<file path="src/rtl/img_axis_crop.sv">
// Video crop stage: forwards pixels inside a programmable window of an AXI-stream
// frame (tuser = SOF, tlast = EOL, no backpressure), regenerating SOF/EOL and flagging malformed frames.
module img_axis_crop #(
    parameter int unsigned DATA_WIDTH = 10,
    parameter int unsigned IMG_WIDTH  = 640,
    parameter int unsigned IMG_HEIGHT = 480,
    parameter int unsigned CW         = 12
) (
    input  logic                  m_axis_aclk,
    input  logic                  m_axis_aresetn,
    input  logic [DATA_WIDTH-1:0] s_axis_tdata,
    input  logic                  s_axis_tvalid,
    input  logic                  s_axis_tuser,
    input  logic                  s_axis_tlast,
    input  logic [CW-1:0]         x_start,
    input  logic [CW-1:0]         y_start,
    input  logic [CW-1:0]         crop_w,
    input  logic [CW-1:0]         crop_h,
    output logic [DATA_WIDTH-1:0] m_axis_tdata,
    output logic                  m_axis_tvalid,
    output logic                  m_axis_tuser,
    output logic                  m_axis_tlast,
    output logic                  err_sof,
    output logic                  err_line,
    output logic                  frame_done
);

    localparam int unsigned XW = CW + 1;

    typedef enum logic [0:0] {WAIT_SOF, IN_FRAME} state_t;

    state_t          state, state_nx;
    logic [CW-1:0]   col, row, col_nx, row_nx;
    logic [CW-1:0]   x_q, y_q, w_q, h_q;
    logic [CW-1:0]   cfg_x, cfg_y, cfg_w, cfg_h;
    logic [CW-1:0]   cur_col, cur_row;
    logic [XW-1:0]   x_sum, y_sum, x_end, y_end;
    logic            sof_beat, active;
    logic            at_last_col, line_end, last_row;
    logic            x_in, y_in;
    logic            inside_c, out_user_c, out_last_c;
    logic            err_sof_c, err_line_c, frame_done_c;

    // An SOF beat uses the live config and restarts the coordinates at (0,0)
    assign sof_beat = s_axis_tvalid & s_axis_tuser;
    assign active   = s_axis_tvalid & ((state == IN_FRAME) | s_axis_tuser);
    assign cfg_x    = sof_beat ? x_start : x_q;
    assign cfg_y    = sof_beat ? y_start : y_q;
    assign cfg_w    = sof_beat ? crop_w  : w_q;
    assign cfg_h    = sof_beat ? crop_h  : h_q;
    assign cur_col  = sof_beat ? '0 : col;
    assign cur_row  = sof_beat ? '0 : row;

    // Window end clipped to the image, computed one bit wider so it cannot wrap
    assign x_sum = XW'(cfg_x) + XW'(cfg_w);
    assign y_sum = XW'(cfg_y) + XW'(cfg_h);
    assign x_end = (x_sum > XW'(IMG_WIDTH))  ? XW'(IMG_WIDTH)  : x_sum;
    assign y_end = (y_sum > XW'(IMG_HEIGHT)) ? XW'(IMG_HEIGHT) : y_sum;

    assign x_in     = (cur_col >= cfg_x) && (XW'(cur_col) < x_end);
    assign y_in     = (cur_row >= cfg_y) && (XW'(cur_row) < y_end);
    assign inside_c = active & x_in & y_in;

    assign out_user_c = inside_c && (cur_col == cfg_x) && (cur_row == cfg_y);
    assign out_last_c = inside_c && (XW'(cur_col) == (x_end - XW'(1)));

    assign at_last_col  = (cur_col == CW'(IMG_WIDTH - 1));
    assign line_end     = s_axis_tlast | at_last_col;
    assign last_row     = (cur_row == CW'(IMG_HEIGHT - 1));
    assign err_line_c   = active & (s_axis_tlast != at_last_col);
    assign err_sof_c    = sof_beat & (state == IN_FRAME);
    assign frame_done_c = active & line_end & last_row;

    // Next-state and coordinate counters
    always_comb begin
        state_nx = state;
        col_nx   = col;
        row_nx   = row;
        if (active) begin
            state_nx = IN_FRAME;
            if (line_end) begin
                col_nx = '0;
                if (last_row) begin
                    row_nx   = '0;
                    state_nx = WAIT_SOF;
                end else begin
                    row_nx = cur_row + CW'(1);
                end
            end else begin
                col_nx = cur_col + CW'(1);
                row_nx = cur_row;
            end
        end
    end

    always_ff @(posedge m_axis_aclk or negedge m_axis_aresetn) begin
        if (!m_axis_aresetn) begin
            state <= WAIT_SOF;
            col   <= '0;
            row   <= '0;
        end else begin
            state <= state_nx;
            col   <= col_nx;
            row   <= row_nx;
        end
    end

    // Window config is captured only on SOF beats
    always_ff @(posedge m_axis_aclk or negedge m_axis_aresetn) begin
        if (!m_axis_aresetn) begin
            x_q <= '0;
            y_q <= '0;
            w_q <= '0;
            h_q <= '0;
        end else if (sof_beat) begin
            x_q <= x_start;
            y_q <= y_start;
            w_q <= crop_w;
            h_q <= crop_h;
        end
    end

    always_ff @(posedge m_axis_aclk or negedge m_axis_aresetn) begin
        if (!m_axis_aresetn) begin
            m_axis_tdata  <= '0;
            m_axis_tvalid <= 1'b0;
            m_axis_tuser  <= 1'b0;
            m_axis_tlast  <= 1'b0;
            err_sof       <= 1'b0;
            err_line      <= 1'b0;
            frame_done    <= 1'b0;
        end else begin
            if (inside_c) begin
                m_axis_tdata <= s_axis_tdata;
            end
            m_axis_tvalid <= inside_c;
            m_axis_tuser  <= out_user_c;
            m_axis_tlast  <= out_last_c;
            err_sof       <= err_sof_c;
            err_line      <= err_line_c;
            frame_done    <= frame_done_c;
        end
    end

endmodule

</file>
<file path="config.mk">
export PLATFORM = sky130hd
export DESIGN_NAME = img_axis_crop
export DESIGN_NICKNAME = d
export VERILOG_FILES = /design/src/rtl/img_axis_crop.sv
export SDC_FILE = /design/constraint.sdc
export NUM_CORES = 1
export LEC_CHECK = 0
export ABC_AREA = 1
export CAP_MARGIN = 20
export CORE_AREA = 2 2 177 179
export CTS_BUF_LIST = sky130_fd_sc_hd__clkbuf_8
export DETAILED_ROUTE_END_ITERATION = 10
export DIE_AREA = 0 0 179 181
export PLACE_DENSITY = 0.45
export SKIP_CTS_REPAIR_TIMING = 1
export SYNTH_ARGS = -nofsm -noshare
export SYNTH_HDL_FRONTEND = slang
export SYNTH_SLANG_ARGS = --single-unit
</file>
<file path="constraint.sdc">
create_clock -name m_axis_aclk -period 3.8 [get_ports m_axis_aclk]
set_clock_uncertainty 0.05 [all_clocks]
set_input_delay 0.57 -clock m_axis_aclk [delete_from_list [all_inputs] [get_ports m_axis_aclk]]
set_output_delay 0.57 -clock m_axis_aclk [all_outputs]
set_load 0.01 [all_outputs]
</file>
==> results by stage <==
Detailed routing:
- After detailed routing, the average wire length per cell comes to 13.36 µm.
- Using the TritonRoute via totals, the vias-per-cell ratio works out to 4.288.
- Once detail routing completed, the nets flagged for antenna violations numbered 0.
- The final route contains 7093 vias.
- The count of unresolved DRC violations after routing is 0.
- After the first detailed-routing iteration, the DRC count stood at 273.
- The total wire length is 22.11 mm.
- The first-pass iteration count of the detailed router is 4.

Clock tree:
- The later pin in the worst-skew pair is clocked with a latency of 0.40 ns.
- TritonCTS built the clock tree.
- The register clock-pin slew on the reported worst setup and hold paths is 0.09 ns.
- Counting along the longest clock path gives a buffer depth of 2.
- TritonCTS created 9 clock buffers.
- The H-tree was split into 3 levels.
- Counting every sink on the clock net gives 89.
- The tree is rooted in a clkbuf_8.

Placed design:
- Buffers placed on the I/O ports in this run total 78.
- Detailed placement ended at an HPWL of 17.35 mm.
- The worst-case setup slack after placement is -1.662 ns.
- The placer's final routability congestion estimate is 0.8381.

Power and ir drop:
- The power density over the cells is 365.5 mW/mm².
- The design draws 3919 µW.
- The reported leakage power is 0.005377 µW.
- VDD sags by at most 0.1785 mV.

Floorplan:
- The die span in y is 181 µm.
- The floorplan core area is 0.03035 mm².
- The die area is 0.03240 mm².
- The number of standard-cell rows in the floorplan is 64.
- 79 I/O pins were placed.
- For this configuration, the core starts out at a cell density of 0.2292.
- The horizontal die dimension is 179 µm.

STA:
- Setup violations remaining at the end of the flow were counted as 13.
- The max-slew violation count was 0.
- Setup repair after global routing could not meet its margin everywhere.
- The hold violation total from the final report was 0.
- The final critical-path setup slack is -0.5066 ns.
- At the pin with the least slew margin, the transition time is 0.9666 ns.
- The remaining max-slew budget at the tightest pin is 0.3556.
- Static timing analysis puts the maximum clock frequency at 232.2 MHz.
- Dividing the final minimum period by the clock period gives 1.133.
- Subtracting the final worst setup slack from the clock period gives 4.307 ns.

Setup path:
- The data arrival time at the worst-slack endpoint is 4.54 ns.
- The worst setup path is captured at a register.
- The required time of the worst setup path is 4.03 ns.
- The most critical setup path has its startpoint at y_start[6].
- The launch instance of the worst register-to-register path is y_q[6]$_DFF_PN0_.
- The kind of launch point of the worst setup path is a primary input.
- The largest fanout of any net on the critical path is 6.
- The start-to-end type of the worst setup path is in2reg.

Logic synthesis:
- Of the post-synthesis cell area, the dominant cell type holds 0.3201.
- Synthesis inferred 89 register bits.
- The netlist uses 50 different library cells.
- The count of yosys warnings during synthesis is 0.
- The main flop type after synthesis is dfrtp_1.
- In the post-synthesis netlist, the biggest area contributors are dfrtp_1 32%, nand2_1 14%, ha_1 12%, inv_1 7.3%, nor2_1 4.4%.
- The average instance in the mapped netlist occupies 7.187 µm².
- Summing every instance area after synthesis gives 0.006957 mm².
- The cell taking the most area after synthesis is dfrtp_1.
- In this run, synthesis inferred 0 flip-flops with an integrated enable.
- The gate count of the mapped netlist is 968.
- The async set or reset register ratio after synthesis is 1.000.
- The sequential area share after synthesis is 0.3201.

Cells and area:
- 0 antenna diodes ended up in the layout.
- The fraction of final layout cells with drive strength greater than 1 is 0.3339.
- In the layout the commonest cells are 223 x nand2_1, 205 x buf_4, 127 x inv_1.
- The multi-input combinational cells in the finished layout cover a total of 0.004705 mm².
- The leading cell type in the layout, fill and taps excluded is nand2_1.
- The count of filler cells inserted in the layout is 3222.
- From synthesis to final layout, the design area changed by 54.14%.
- Registers take 0.002227 mm².
- For this run, the share of the core covered by cells in the final layout is 0.3533.
- The net count of the finished layout is 1386.

Global route:
- In the global route stage, overall resource usage came out at 0.1377.
- The aggregate global routing overflow is 0.
- The first global-routing pass estimated 35.16 mm of wire.
- Entering global routing, the biggest net connects 70 pins.
- The number of antenna violations at the first check in global routing is 0.
- The via count of the first global-routing pass was 6990.

Min path:
- In this run the worst hold path is classified as in2async.

Outcome:
- The checks that failed: negative setup slack.
- The run finished, with violations left.

Run:
- The tool flagged a number of max-cap violations equal to 0.
worst max-delay path, stage by stage:
cell             delay [ns]
clkdlybuf4s50_1        0.48
o21ai_4                0.19
inv_2                  0.07
ha_4                   0.29
nand2_4                0.06
nor3_4                 0.11
nand3_2                0.08
o211ai_1               0.13
buf_4                  0.15
xor2_1                 0.21
nand2_1                0.09
nor2_1                 0.14
nor2_2                 0.06
nand2_2                0.12
nor2_1                 0.07
ha_1                   0.32
a21oi_2                0.14
nor2_1                 0.05
a211oi_2               0.23
o21ai_1                0.11
nor3_1                 0.18
nand4_1                0.13
nor2_2                 0.16
nand2_4                0.12
clkbuf_16              0.19
nand2_2                0.05
nand2_1                0.04
area by class of cell:
cell class	count	share of cell area
multi-input combinational	714	0.4387
timing repair buffer	292	0.2341
sequential	89	0.2077
inverter	146	0.05298
tap	396	0.04621
clock buffer	9	0.01155
clock inverter	6	0.006418
timing repair inverter	2	0.002334
logic make-up after synthesis:
logic type      Yosys count  share of synthesized area
compound gates          117                     0.1018
xor+xnor                 21                    0.02644
fa+ha+maj                69                     0.1263
buf+inv                 169                    0.09730
flops                    89                     0.3201
other cells               1                  0.0005391
simple gates            502                     0.3275
power breakdown:
| group | switching [µW] | total, µW | internal [µW] | leakage, µW |
|---|---|---|---|---|
| Combinational | 1090 | 2120 | 1030 | 0.00414 |
| Clock | 401 | 705 | 304 | 0.0000957 |
| Sequential | 44.2 | 1090 | 1050 | 0.00114 |
| Total | 1540 | 3920 | 2380 | 0.00538 |
per-stage QoR:
stage	hold slack [ns]	cell area, µm²	TNS [ns]	std cells
after floorplan	0.2244	7142	-10.61	972
after global placement	0.4214	9661	-24.98	1610
after detailed placement	0.4207	9661	-25.62	1610
after CTS	0.3052	9853	-17.28	1625
after global routing	0.3540	10720	-9.841	1654
final	0.2709	10720	-6.192	1654
metal layers:
| layer | up-vias | GRT usage | share of wire |
|---|---|---|---|
| met5 | - | 0 | 0 |
| met1 | 3341 | 0.1718 | 0.46 |
| met4 | 0 | 0.04033 | 0.017 |
| met2 | 43 | 0.2460 | 0.51 |
| li1 | 3686 | - | - |
| met3 | 23 | 0.01599 | 0.015 |
worst paths after layout:
kind                                               end  slack [ns]  cells past startpoint
hold reg to reg                      h_q[11]$_DFF_PN0_        0.44                      2
max in group asynchronous             h_q[0]$_DFF_PN0_        2.67                      2
setup reg to reg           m_axis_tdata[7]$_DFFE_PN0P_       -0.37                     27
hold / removal             m_axis_tdata[4]$_DFFE_PN0P_        0.27                      1
setup / recovery           m_axis_tdata[7]$_DFFE_PN0P_       -0.51                     27
min in group m_axis_aclk              h_q[1]$_DFF_PN0_        0.42                      3
flip-flops by register name, indices dropped and copies added, names as in the netlist:
name / flops
m_axis_tlast: 1
err_sof: 1
y_q: 12
m_axis_tuser: 1
w_q: 12
x_q: 12
row: 12
state: 1
err_line: 1
frame_done: 1
m_axis_tdata: 10
col: 12
m_axis_tvalid: 1
h_q: 12
synthesized netlist by cell type (8+ instances only):
library cell	instances
nand2_1	265
inv_1	136
dfrtp_1	89
nor2_1	81
ha_1	67
nand3_1	53
o21ai_0	40
a21oi_1	31
nand2_2	28
nand4_1	22
xor2_1	15
or2_2	14
clkbuf_1	13
nor3_1	13
o22ai_1	12
nand3_2	9
inv_2	8
(Power assumes the default switching activity.)
